==> config.mk <==
export PLATFORM = sky130hd
export DESIGN_NAME = cp0_ext
export DESIGN_NICKNAME = d
export VERILOG_FILES = /design/src/rtl/cp0_pkg.sv /design/src/rtl/cp0_timer.sv /design/src/rtl/cp0_ext.sv
export SDC_FILE = /design/constraint.sdc
export NUM_CORES = 1
export LEC_CHECK = 0
export ABC_AREA = 1
export ABC_CLOCK_PERIOD_IN_PS = 13500
export CORE_MARGIN = 2
export CORE_UTILIZATION = 50
export DETAILED_ROUTE_END_ITERATION = 8
export HOLD_SLACK_MARGIN = 0.06
export PLACE_DENSITY = 0.78
export SLEW_MARGIN = 25
export SYNTH_ARGS = -nofsm -noshare
export SYNTH_HDL_FRONTEND = slang
export SYNTH_SLANG_ARGS = --single-unit
==> constraint.sdc <==
create_clock -name clk -period 13.5 [get_ports clk]
set_input_delay 2.7 -clock clk [delete_from_list [all_inputs] [get_ports clk]]
set_output_delay 2.7 -clock clk [all_outputs]
set_load 0.01 [all_outputs]
==> src/rtl/cp0_pkg.sv <==
// CP0 shared constants: register numbers, SR/Cause bit positions, exception codes.
// Latency: n/a (definitions only).
// Backpressure: n/a.
package cp0_pkg;

  // mfc0/mtc0 register numbers
  localparam logic [4:0] REG_BADVADDR = 5'd8;
  localparam logic [4:0] REG_COUNT    = 5'd9;
  localparam logic [4:0] REG_COMPARE  = 5'd11;
  localparam logic [4:0] REG_SR       = 5'd12;
  localparam logic [4:0] REG_CAUSE    = 5'd13;
  localparam logic [4:0] REG_EPC      = 5'd14;
  localparam logic [4:0] REG_PRID     = 5'd15;

  // SR fields
  localparam int SR_IE  = 0;
  localparam int SR_EXL = 1;
  localparam int IM_LO  = 10;
  localparam int IM_HI  = 15;

  // Cause fields; IP[15] mirrors TI
  localparam int CAUSE_BD = 31;
  localparam int CAUSE_TI = 30;
  localparam int IP_LO    = 10;
  localparam int IP_HI    = 15;
  localparam int EXC_LO   = 2;
  localparam int EXC_HI   = 6;

  // Exception codes
  localparam logic [4:0] EXC_INT  = 5'd0;
  localparam logic [4:0] EXC_ADEL = 5'd4;
  localparam logic [4:0] EXC_ADES = 5'd5;
  localparam logic [4:0] EXC_RI   = 5'd10;
  localparam logic [4:0] EXC_OV   = 5'd12;

  // Address errors are the only exceptions that capture BadVAddr
  function automatic logic is_addr_err(input logic [4:0] code);
    return (code == EXC_ADEL) || (code == EXC_ADES);
  endfunction

endpackage

==> src/rtl/cp0_timer.sv <==
// Count/Compare timer with prescaler; raises TI when Count steps onto Compare.
// Latency: count/compare/ti are registered, updated on the write or tick edge.
// Backpressure: none; writes always accepted, write to Count overrides a tick.
module cp0_timer #(
  parameter int CNT_DIV = 1
) (
  input  logic        clk,
  input  logic        reset,
  input  logic        count_we,
  input  logic        compare_we,
  input  logic [31:0] wr_data,
  output logic [31:0] count,
  output logic [31:0] compare,
  output logic        ti
);

  localparam logic [7:0] DIV_LAST = 8'(CNT_DIV - 1);

  logic [7:0]  presc_q, presc_d;
  logic [31:0] count_q, count_d;
  logic [31:0] compare_q, compare_d;
  logic        ti_q, ti_d;
  logic        tick;
  logic [31:0] count_inc;

  assign count_inc = count_q + 32'd1;
  assign tick      = (presc_q == DIV_LAST);

  // Next-state: software load beats the prescaled increment; Compare write clears TI last
  always_comb begin
    presc_d   = presc_q;
    count_d   = count_q;
    compare_d = compare_q;
    ti_d      = ti_q;
    if (count_we) begin
      count_d = wr_data;
      presc_d = '0;
    end else if (tick) begin
      count_d = count_inc;
      presc_d = '0;
      if (count_inc == compare_q) ti_d = 1'b1;
    end else begin
      presc_d = presc_q + 8'd1;
    end
    if (compare_we) begin
      compare_d = wr_data;
      ti_d      = 1'b0;
    end
  end

  // Timer state registers
  always_ff @(posedge clk or posedge reset) begin
    if (reset) begin
      presc_q   <= '0;
      count_q   <= '0;
      compare_q <= '0;
      ti_q      <= 1'b0;
    end else begin
      presc_q   <= presc_d;
      count_q   <= count_d;
      compare_q <= compare_d;
      ti_q      <= ti_d;
    end
  end

  assign count   = count_q;
  assign compare = compare_q;
  assign ti      = ti_q;

endmodule

==> src/rtl/cp0_ext.sv <==
// CP0 with external level/edge interrupts, Count/Compare timer and BadVAddr.
// Latency: req, epc_out, dout combinational; register updates on next posedge.
// Backpressure: none; an mtc0 coinciding with req is dropped.
module cp0_ext
  import cp0_pkg::*;
#(
  parameter int          N_HWINT   = 5,
  parameter logic [4:0]  EDGE_MASK = 5'b0,
  parameter int          CNT_DIV   = 1,
  parameter logic [31:0] PRID      = 32'h2002_0907
) (
  input  logic               clk,
  input  logic               reset,
  input  logic [4:0]         rd_addr,
  input  logic [4:0]         wr_addr,
  input  logic [31:0]        wr_data,
  input  logic               we,
  input  logic [29:0]        pc,
  input  logic               in_delay_slot,
  input  logic [4:0]         exc_code_in,
  input  logic [31:0]        bad_vaddr_in,
  input  logic [N_HWINT-1:0] hw_int,
  input  logic               exl_clr,
  output logic               req,
  output logic [31:0]        epc_out,
  output logic [31:0]        dout,
  output logic               timer_int
);

  logic [5:0]         im_q, im_d;
  logic               exl_q, exl_d;
  logic               ie_q, ie_d;
  logic               bd_q, bd_d;
  logic [4:0]         exc_q, exc_d;
  logic [29:0]        epc_q, epc_d;
  logic [31:0]        bad_q, bad_d;
  logic [N_HWINT-1:0] ipl_q, ipl_d;
  logic [N_HWINT-1:0] prev_q;

  logic [31:0] count, compare;
  logic        ti;
  logic [5:0]  ip_all;
  logic        int_req, exc_req, wr_ok;
  logic [29:0] epc_new;

  // Full IP[15:10] view: TI on top, unused lines read 0
  always_comb begin
    ip_all            = '0;
    ip_all[N_HWINT-1:0] = ipl_q;
    ip_all[5]         = ti;
  end

  // Reset forces req low so nothing is taken while the core is held
  assign int_req = ~reset & ~exl_q & ie_q & (|(ip_all & im_q));
  assign exc_req = ~reset & ~exl_q & (exc_code_in != EXC_INT);
  assign req     = int_req | exc_req;
  assign wr_ok   = we & ~req;
  assign epc_new = in_delay_slot ? (pc - 30'd1) : pc;
  assign epc_out = {(req ? epc_new : epc_q), 2'b00};

  cp0_timer #(.CNT_DIV(CNT_DIV)) u_timer (
    .clk        (clk),
    .reset      (reset),
    .count_we   (wr_ok && (wr_addr == REG_COUNT)),
    .compare_we (wr_ok && (wr_addr == REG_COMPARE)),
    .wr_data    (wr_data),
    .count      (count),
    .compare    (compare),
    .ti         (ti)
  );
  assign timer_int = ti;

  // Interrupt pending: level lines track input, edge lines latch rising edges until cleared by software
  always_comb begin
    ipl_d = ipl_q;
    for (int i = 0; i < N_HWINT; i++) begin
      if (EDGE_MASK[i]) begin
        ipl_d[i] = (hw_int[i] & ~prev_q[i]) |
                   (ipl_q[i] & ~(wr_ok && (wr_addr == REG_CAUSE) && !wr_data[IP_LO + i]));
      end else begin
        ipl_d[i] = hw_int[i];
      end
    end
  end

  // SR/Cause/EPC/BadVAddr next-state: mtc0, then eret, then exception entry wins
  always_comb begin
    im_d  = im_q;
    exl_d = exl_q;
    ie_d  = ie_q;
    bd_d  = bd_q;
    exc_d = exc_q;
    epc_d = epc_q;
    bad_d = bad_q;
    if (wr_ok && (wr_addr == REG_SR)) begin
      im_d  = wr_data[IM_HI:IM_LO];
      exl_d = wr_data[SR_EXL];
      ie_d  = wr_data[SR_IE];
    end
    if (exl_clr) exl_d = 1'b0;
    if (req) begin
      exl_d = 1'b1;
      bd_d  = in_delay_slot;
      exc_d = int_req ? EXC_INT : exc_code_in;
      epc_d = epc_new;
      if (!int_req && is_addr_err(exc_code_in)) bad_d = bad_vaddr_in;
    end
  end

  // Architectural state registers
  always_ff @(posedge clk or posedge reset) begin
    if (reset) begin
      im_q   <= '0;
      exl_q  <= 1'b0;
      ie_q   <= 1'b0;
      bd_q   <= 1'b0;
      exc_q  <= '0;
      epc_q  <= '0;
      bad_q  <= '0;
      ipl_q  <= '0;
      prev_q <= '0;
    end else begin
      im_q   <= im_d;
      exl_q  <= exl_d;
      ie_q   <= ie_d;
      bd_q   <= bd_d;
      exc_q  <= exc_d;
      epc_q  <= epc_d;
      bad_q  <= bad_d;
      ipl_q  <= ipl_d;
      prev_q <= hw_int;
    end
  end

  // mfc0 read mux
  always_comb begin
    dout = '0;
    case (rd_addr)
      REG_BADVADDR: dout = bad_q;
      REG_COUNT:    dout = count;
      REG_COMPARE:  dout = compare;
      REG_SR:       dout = {16'h0, im_q, 8'h0, exl_q, ie_q};
      REG_CAUSE:    dout = {bd_q, ti, 14'h0, ip_all, 3'h0, exc_q, 2'b00};
      REG_EPC:      dout = epc_out;
      REG_PRID:     dout = PRID;
      default:      dout = '0;
    endcase
  end

endmodule

==> run_results.csv, run 1 <==
group,metric,value,unit
sta,finalHoldViolCount,0,
worst_setup_path,path_cells,"clkdlybuf4s50_1 -> inv_1 -> nor3_1 -> inv_1 -> nor2_1 -> inv_1 -> o22ai_1 -> a21oi_1 -> nand2_1 -> clkdlybuf4s50_1",
layout,drive_above_1_share,6.34,%
floorplan,die_area,19800,sq um
synth,ys_seq_area_share,41.1,%
routing,drc,0,
sta,period_minus_slack,8540,ps
routing,vias_per_cell,5.67,
placement,gp_congestion,0.949,
global_route,grt-ovfl-total,0,
cts,cts-root-buf,"clkbuf_16",
global_route,grt_max_degree,102,
sta,setup_tns,0,ps
layout,area_delta_synth_final,28.7,%
worst_setup_path,r2r-start,"im_q[4]",
power,p_leak,5.47,nW
power,pwr-share-comb,28.5,%
worst_setup_path,worstReg2RegEnd,"u_timer.count[21]",
routing,wl_per_cell,18.7,um
routing,wirelength,31.9,mm
synth,synth_top_cell_by_area,"dfrtp_1",
placement,place_worst_setup_slack,4960,ps
sta,clock.fmax,117,MHz
placement,place_inst,1668,
worst_setup_path,reg2reg_slack,10040,ps
global_route,grt_pass1_vias,9221,
layout,finalInstanceArea,12100,sq um
worst_setup_path,crit_slowest_cell,"inv_1",
worst_setup_path,worstSetupPathType,"input port to output pin",
layout,postLayoutCoreUtil,65.1,%
global_route,gr-usage-all-layers,32.3,%
power,power.internal,1.10,mW
synth,async_reset_ff_share,100,%
cts,clockBufferDepth,2,
placement,hpwl,24.1,mm
power,ir_worst_vdd,103,uV
layout,fillCellCount,1636,
run_status,outcome,"finished clean",
routing,dr.first_iter.drc_count,865,
routing,via_count,9650,
synth,ys_ff_latch,154,
worst_setup_path,worstPathMaxFanout,23,
power,power_switching,0.558,mW
synth,yosysUniqueCellTypes,48,
worst_setup_path,worstRegToRegCells,11,
min_path,hold_path.class,"flip-flop to flip-flop",
power,p_total,1.66,mW
worst_setup_path,required,10800,ps
sta,slew_violations,0,
min_path,whs_path_depth,2,
worst_setup_path,critPathMaxStageDelay,610,ps
floorplan,core_area,18500,sq um
sta,rsz0062_at_grt,"no",
cts,cts_made_buffers,17,
floorplan,start_util,50.6,%
sta,setup_ws,4960,ps
placement,numPortBuffers,182,
global_route,grt_pass1_wl,49.7,mm
routing,drtPass1Iterations,6,
power,p_per_area,137,nW/um^2
power,share_seq_of_total_power,39.0,%
floorplan,boundaryPins,185,
worst_setup_path,cp_common_cell,"inv_1",
cts,hold_buffers,0,
synth,synth_warnings,0,
floorplan,rows,50,
cts,cts.sinks,154,
cts,cts.clk_slew.worst_paths,60,ps
power,clkPwrFrac,32.5,%
layout,instances_no_fill,1703,
cts,worstSkewPairLatency,430,ps
synth,synth.area.top_cells,"dfrtp_1, nand2_1, inv_1",
synth,yosys_most_used_dff,"dfrtp_1",
routing,drtAntennaViolNets,0,
sta,whs,480,ps
cts,postCtsSetupBuffers,0,
global_route,antenna_found_initial,2,
floorplan,dieWidth,141,um
sta,worst_pin_slew,1000,ps
sta,setup_viol,0,
cts,htree_levels,4,
worst_setup_path,crit_arrival,5840,ps
synth,synth_most_common_cell,"nand2_1",
synth,synth_edf_count,0,
synth,avgSynthCellArea,7.30,sq um
floorplan,die_h,141,um
job,maxCapViolCount,0,
sta,fin_crit_sh,63.2,%
placement,place_area,11400,sq um
cts,cts_resized,0,
power,switching_share,33.7,%
sta,skew,6.36,ps
min_path,hold-path-endpoint,"exc_q[4]",
cts,cts_tree,"built",
sta,slew_headroom,33.1,%
worst_setup_path,start_kind,"input port",
layout,nNetsFinal,1576,
synth,syn-cell-area,9370,sq um
synth,synth_common_cells,"nand2_1, inv_1, dfrtp_1, nor2_1, nand3_1",
worst_setup_path,worst_setup_path_end_kind,"output pin",
min_path,min_from,"exc_q[4]",
synth,synthCells,1284,
synth,yosysTopAreaCellShare,41.1,%
-- state kept, by name, indices dropped and copies added, names as in the netlist --
| name | flops |
|---|---|
| u_timer.count | 32 |
| u_timer.presc_q | 8 |
| bad_q | 32 |
| epc_q | 30 |
| u_timer.ti | 1 |
| ie_q | 1 |
| exc_q | 5 |
| u_timer.compare | 32 |
| im_q | 6 |
| exl_q | 1 |
| ipl_q | 5 |
| bd_q | 1 |
-- layout make-up --
cell class	instances	area, sq um	share of cell area, %
Multi-Input combinational cell	927	4740	39.4
Sequential cell	154	3850	32.0
Timing Repair Buffer	189	1870	15.6
Inverter	164	621	5.15
Clock buffer	19	443	3.68
Tap cell	234	293	2.43
Clock inverter	13	215	1.79
Antenna cell	3	7.51	0.0623
-- worst max-delay path: cells and delay by family --
kind | cells | cell delay [ps]
compound gates | 2 | 440
buf+inv | 5 | 1770
simple gates | 3 | 920
-- power groups by stage --
stage	combinational [mW]	sequential [mW]	clock, mW
after CTS	0.468	0.641	0.540
after detailed placement	0.463	0.648	0
after global routing	0.522	0.655	0.558
after floorplan	0.284	0.622	0
final	0.472	0.645	0.539
after global placement	0.457	0.645	0
-- cell usage in the layout (no fill, tap or decap), types with 6 or more instances in the layout --
cell | netlist | final
nand3_1 | 110 | 109
inv_1 | 161 | 160
o221ai_1 | 27 | 27
o21ai_0 | 61 | 61
a21oi_1 | 32 | 32
nor2_1 | 131 | 130
o22ai_1 | 15 | 15
clkdlybuf4s50_1 | 0 | 182
buf_4 | 3 | 7
xor2_1 | 26 | 26
mux2_2 | 28 | 28
clkbuf_16 | 0 | 17
nand3b_1 | 9 | 9
nand4_1 | 14 | 14
a221oi_1 | 9 | 9
nor3_1 | 8 | 6
dfrtp_1 | 154 | 154
nand2_1 | 377 | 377
o211ai_1 | 12 | 12
-- kinds of logic (layout without fill, tap and decap cells) --
| family | after synthesis | in the layout | share of synthesized area [%] |
|---|---|---|---|
| buffers and inverters | 204 | 385 | 8.44 |
| flip-flops | 154 | 154 | 41.1 |
| AND/OR/NAND/NOR | 678 | 678 | 30.8 |
| XOR/XNOR | 33 | 33 | 3.38 |
| other | 1 | 5 | 0.0400 |
| AO/OA/AOI/OAI | 182 | 182 | 12.3 |
| adder cells (fa/ha/maj) | 4 | 4 | 0.534 |
| multiplexers | 28 | 28 | 3.37 |
-- how the worst max path moves through the flow --
| stage | from | endpoint | depth (start not counted) | slack (ps) |
|---|---|---|---|---|
| after floorplan | pc[0] | dout[30] | 12 | 6490 |
| after global placement | rd_addr[3] | dout[29] | 10 | 5030 |
| after global routing | rd_addr[3] | dout[24] | 10 | 4700 |
| final | rd_addr[3] | dout[24] | 10 | 4960 |
| after CTS | rd_addr[3] | dout[29] | 10 | 4940 |
| after detailed placement | rd_addr[3] | dout[29] | 10 | 4960 |
-- layer usage --
layer	track usage (%)	wire length, um
met4	10.4	847
met1	43.5	13700
met5	0	13
met3	6.93	2510
met2	52.6	14800
Note: power is estimated with default switching activity, not from simulation.
==> run 2: changes to the inputs <==
--- a/config.mk
+++ b/config.mk
@@ -6,7 +6,7 @@
 export NUM_CORES = 1
 export LEC_CHECK = 0
 export ABC_AREA = 1
-export ABC_CLOCK_PERIOD_IN_PS = 13500
+export ABC_CLOCK_PERIOD_IN_PS = 7900
 export CORE_MARGIN = 2
 export CORE_UTILIZATION = 50
 export DETAILED_ROUTE_END_ITERATION = 8
==> constraint.sdc (replaced) <==
create_clock -name clk -period 7.9 [get_ports clk]
set_input_delay 1.58 -clock clk [delete_from_list [all_inputs] [get_ports clk]]
set_output_delay 1.58 -clock clk [all_outputs]
set_load 0.01 [all_outputs]
==> run_results.csv, run 2 (synthesis gave the netlist of run 1 again) <==
group,metric,value,unit
run_status,outcome,"finished clean",
placement,place_area,11400,sq um
layout,drive_above_1_share,6.41,%
placement,gp_congestion,0.933,
power,p_total,2.77,mW
sta,worst_pin_slew,1050,ps
layout,instances_no_fill,1702,
floorplan,start_util,50.6,%
worst_setup_path,crit_slowest_cell,"inv_1",
worst_setup_path,worstReg2RegEnd,"u_timer.count[20]",
sta,slew_violations,0,
floorplan,die_h,141,um
routing,vias_per_cell,5.59,
layout,fillCellCount,1637,
layout,ff_latch_area,3850,sq um
power,p_per_area,230,nW/um^2
cts,cts_resized,0,
sta,period_minus_slack,6410,ps
cts,postCtsSetupBuffers,0,
layout,postLayoutCoreUtil,65.0,%
floorplan,die_area,19800,sq um
floorplan,rows,50,
global_route,gr-usage-all-layers,31.4,%
worst_setup_path,path_cells,"clkdlybuf4s50_1 -> inv_1 -> nor2_1 -> inv_1 -> nor2_1 -> buf_4 -> inv_1 -> nor2_1 -> a2111oi_0 -> nand2_1 -> clkdlybuf4s50_1",
cts,cts_tree,"built",
layout,finalInstanceArea,12000,sq um
worst_setup_path,r2r-start,"u_timer.ti",
layout,final_common_cell,"nand2_1",
global_route,grt-ovfl-total,0,
worst_setup_path,required,6320,ps
worst_setup_path,crit_arrival,4830,ps
worst_setup_path,critPathMaxStageDelay,750,ps
worst_setup_path,worstPathMaxFanout,23,
power,ir_worst_vdd,166,uV
floorplan,boundaryPins,185,
routing,wirelength,30.8,mm
global_route,grt_pass1_wl,48.4,mm
routing,wl_per_cell,18.1,um
cts,worstSkewPairLatency,440,ps
worst_setup_path,worstRegToRegCells,11,
worst_setup_path,startpoint,"rd_addr[0]",
worst_setup_path,start_kind,"input port",
sta,setup_tns,0,ps
sta,rsz0062_at_grt,"no",
sta,finalHoldViolCount,0,
global_route,antenna_found_initial,0,
power,p_leak,5.47,nW
layout,nNetsFinal,1577,
layout,area_delta_synth_final,28.4,%
min_path,hold_path.class,"flip-flop to flip-flop",
sta,skew,11.5,ps
placement,numPortBuffers,182,
worst_setup_path,worst_setup_path_end_kind,"output pin",
cts,cts.sinks,154,
routing,via_count,9514,
worst_setup_path,critPathCapture,"dout[29]",
global_route,grt_max_degree,87,
sta,clock.fmax,156,MHz
sta,fin_crit_sh,81.2,%
routing,dr.first_iter.drc_count,948,
placement,hpwl,23.1,mm
cts,cts-root-buf,"clkbuf_16",
layout,layout_common_cells,"nand2_1, clkdlybuf4s50_1, inv_1",
cts,cts.clk_slew.worst_paths,70,ps
floorplan,core_area,18500,sq um
sta,slew_headroom,29.2,%
routing,drtAntennaViolNets,0,
job,maxCapViolCount,0,
layout,multiInputGateArea,4740,sq um
floorplan,dieWidth,141,um
worst_setup_path,reg2reg_slack,4650,ps
global_route,grt_pass1_vias,9042,
placement,place_inst,1669,
cts,hold_buffers,0,
cts,clockBufferDepth,2,
worst_setup_path,worstSetupPathType,"input port to output pin",
cts,htree_levels,4,
routing,drc,0,
routing,drtPass1Iterations,5,
sta,setup_viol,0,
cts,cts_made_buffers,17,
-- run 2: cell count changes in the layout (fill, tap and decap cells not counted), sizes merged --
cell | before | now
inv | 164 | 168
clkbuf | 19 | 17
diode | 3 | 1
buf | 7 | 8
bufinv | 5 | 4
clkinv | 7 | 6
-- run 2: metrics by stage --
step                      hold slack (ps)  setup slack (ps)
final                                 486              1490
after global routing                  490              1390
after CTS                             480              1600
after detailed placement              465              1650
after global placement                457              1660
after floorplan                       442              2170
-- run 2: metal layers --
metal | GRT usage (%) | vias to the layer above | wire length (um)
li1 | - | 4546 | -
met1 | 42.4 | 4473 | 12900
met2 | 51.6 | 440 | 14600
met3 | 5.94 | 55 | 2510
met4 | 10.1 | 0 | 741
met5 | 0 | - | 0
-- run 2: cell type report --
type	instances	share of cell area, %
antenna	1	0.0208
clock buffer	17	3.54
clock inverter	15	1.78
inverter	164	5.16
multi-input combinational	927	39.4
sequential	154	32.0
tap	234	2.43
timing repair buffer	190	15.6
-- run 2: power breakdown --
group	switching [mW]	internal, mW
Combinational	0.431	0.343
Sequential	0.137	0.961
Clock	0.363	0.536
-- run 2: worst min-delay path by stage --
stage                         from       end  slack [ps]  cells after the start
final                     exc_q[4]  exc_q[4]         490                      2
after CTS                 exc_q[4]  exc_q[4]         480                      2
after global routing      exc_q[4]  exc_q[4]         490                      2
after detailed placement  exc_q[4]  exc_q[4]         460                      2
after global placement    exc_q[4]  exc_q[4]         460                      2
after floorplan           exc_q[1]  exc_q[1]         440                      2
-- run 2: worst max-delay path: cells and delay by family --
kind	cells	cell delay, ps
buffers and inverters	6	2120
AOI/OAI and AO/OA	1	730
and+or+nand+nor	4	390
==> run 3: changes to the inputs <==
--- a/config.mk
+++ b/config.mk
@@ -6,7 +6,7 @@
 export NUM_CORES = 1
 export LEC_CHECK = 0
 export ABC_AREA = 1
-export ABC_CLOCK_PERIOD_IN_PS = 7900
+export ABC_CLOCK_PERIOD_IN_PS = 6000
 export CORE_MARGIN = 2
 export CORE_UTILIZATION = 50
 export DETAILED_ROUTE_END_ITERATION = 8
==> constraint.sdc (replaced) <==
create_clock -name clk -period 6 [get_ports clk]
set_input_delay 1.2 -clock clk [delete_from_list [all_inputs] [get_ports clk]]
set_output_delay 1.2 -clock clk [all_outputs]
set_load 0.01 [all_outputs]
==> run_results.csv, run 3 (synthesis gave the netlist of run 1 again) <==
group,metric,value,unit
floorplan,die_area,19800,sq um
sta,rsz0062_at_grt,"no",
cts,cts_resized,0,
worst_setup_path,crit_arrival,4010,ps
worst_setup_path,critPathMaxStageDelay,590,ps
power,p_per_area,296,nW/um^2
min_path,hold_path.class,"flip-flop to flip-flop",
floorplan,rows,50,
global_route,grt_max_degree,60,
cts,cts-root-buf,"clkbuf_16",
cts,cts.clk_slew.worst_paths,70,ps
cts,cts_tree,"built",
sta,slew_violations,0,
power,p_leak,5.48,nW
sta,slew_headroom,34.3,%
floorplan,die_h,141,um
worst_setup_path,path_cells,"clkdlybuf4s50_1 -> nor2_1 -> inv_1 -> nor2_1 -> nand2_1 -> nand2_1 -> buf_4 -> nor2_1 -> a21oi_1 -> nand2_1 -> o2111ai_1 -> clkdlybuf4s50_1",
worst_setup_path,required,4800,ps
routing,drtPass1Iterations,6,
cts,hold_buffers,0,
routing,vias_per_cell,5.65,
min_path,hold-path-endpoint,"exc_q[4]",
floorplan,start_util,50.6,%
worst_setup_path,worstPathMaxFanout,37,
min_path,min_from,"exc_q[4]",
sta,skew,9.13,ps
run_status,outcome,"finished clean",
sta,setup_viol,0,
global_route,grt_pass1_vias,9214,
worst_setup_path,critPathTopFamily,"buffers and inverters",
placement,gp_congestion,0.977,
min_path,whs_path_depth,2,
worst_setup_path,r2r-start,"im_q[3]",
sta,worst_pin_slew,985,ps
cts,postCtsSetupBuffers,0,
global_route,grt_pass1_wl,49.4,mm
worst_setup_path,worst_setup_path_end_kind,"output pin",
worst_setup_path,worstSetupPathType,"input port to output pin",
layout,final_common_cell,"nand2_1",
sta,period_minus_slack,5210,ps
cts,htree_levels,4,
layout,num_antenna_cells,0,
routing,drc,0,
sta,setup_tns,0,ps
global_route,gr-usage-all-layers,32.1,%
routing,drtAntennaViolNets,0,
layout,area_delta_synth_final,28.5,%
worst_setup_path,worstReg2RegEnd,"u_timer.compare[3]",
worst_setup_path,start_kind,"input port",
floorplan,core_area,18500,sq um
worst_setup_path,crit_slowest_cell,"clkdlybuf4s50_1",
cts,clockBufferDepth,2,
floorplan,boundaryPins,185,
power,ir_worst_vdd,207,uV
placement,numPortBuffers,182,
floorplan,dieWidth,141,um
worst_setup_path,critPathBufInv,4,
layout,postLayoutCoreUtil,65.0,%
layout,fillCellCount,1635,
job,maxCapViolCount,0,
sta,fin_crit_sh,86.8,%
routing,wirelength,31.4,mm
worst_setup_path,worstRegToRegCells,10,
layout,drive_above_1_share,6.85,%
global_route,antenna_found_initial,0,
worst_setup_path,reg2reg_slack,2750,ps
global_route,grt-ovfl-total,0,
routing,via_count,9644,
placement,hpwl,24.0,mm
sta,clock.fmax,192,MHz
layout,layout_common_cells,"nand2_1, clkdlybuf4s50_1, inv_1",
cts,cts_made_buffers,17,
cts,cts.sinks,154,
sta,finalHoldViolCount,0,
routing,wl_per_cell,18.4,um
layout,nNetsFinal,1584,
routing,dr.first_iter.drc_count,890,
cts,worstSkewPairLatency,430,ps
[run 3: final cells by class]
type | instances | area (sq um) | share of cell area (%)
multi-input cells | 927 | 4740 | 39.4
flip-flops and latches | 154 | 3850 | 32.0
repair buffers | 197 | 1950 | 16.2
inverters | 164 | 621 | 5.16
clock buffers | 17 | 425 | 3.53
well taps | 234 | 293 | 2.43
clock inverters | 15 | 158 | 1.31
[run 3: worst max path at each step]
stage	end	depth (start not counted)	from	slack, ps
floorplan	bad_q[0]	1	reset	650
global placement	dout[16]	12	reset	840
detailed placement	dout[19]	11	in_delay_slot	830
CTS	dout[19]	11	in_delay_slot	820
global route	dout[25]	11	in_delay_slot	570
finish	dout[16]	12	reset	790
[run 3: layer usage]
layer	vias to the layer above	share of wire (%)	GRT usage [%]
met4	0	3.1	10.3
met1	4529	42	44.4
li1	4579	-	-
met5	-	0	0
met2	461	46	51.2
met3	75	8.7	6.15
[run 3: tightest hold or removal path: cells and delay by family (launching register included)]
kind / cells / cell delay, ps
flip-flops: 1 / 350
AND/OR/NAND/NOR: 2 / 110
[run 3: stage by stage]
| step | hold WS, ps | power (mW) | setup WS, ps | std cells | instance area [sq um] |
|---|---|---|---|---|---|
| CTS | 486 | 3.56 | 823 | 1708 | 12000 |
| finish | 485 | 3.57 | 790 | 1708 | 12000 |
| global route | 525 | 3.76 | 573 | 1708 | 12000 |
| detailed placement | 465 | 2.49 | 828 | 1676 | 11500 |
| floorplan | 442 | 2.04 | 650 | 1285 | 9370 |
| global placement | 461 | 2.47 | 843 | 1676 | 11500 |
[run 3: power by group]
group	switching, mW	internal (mW)
registers	0.181	1.26
clock network	0.479	0.587
logic	0.601	0.453
total	1.26	2.31
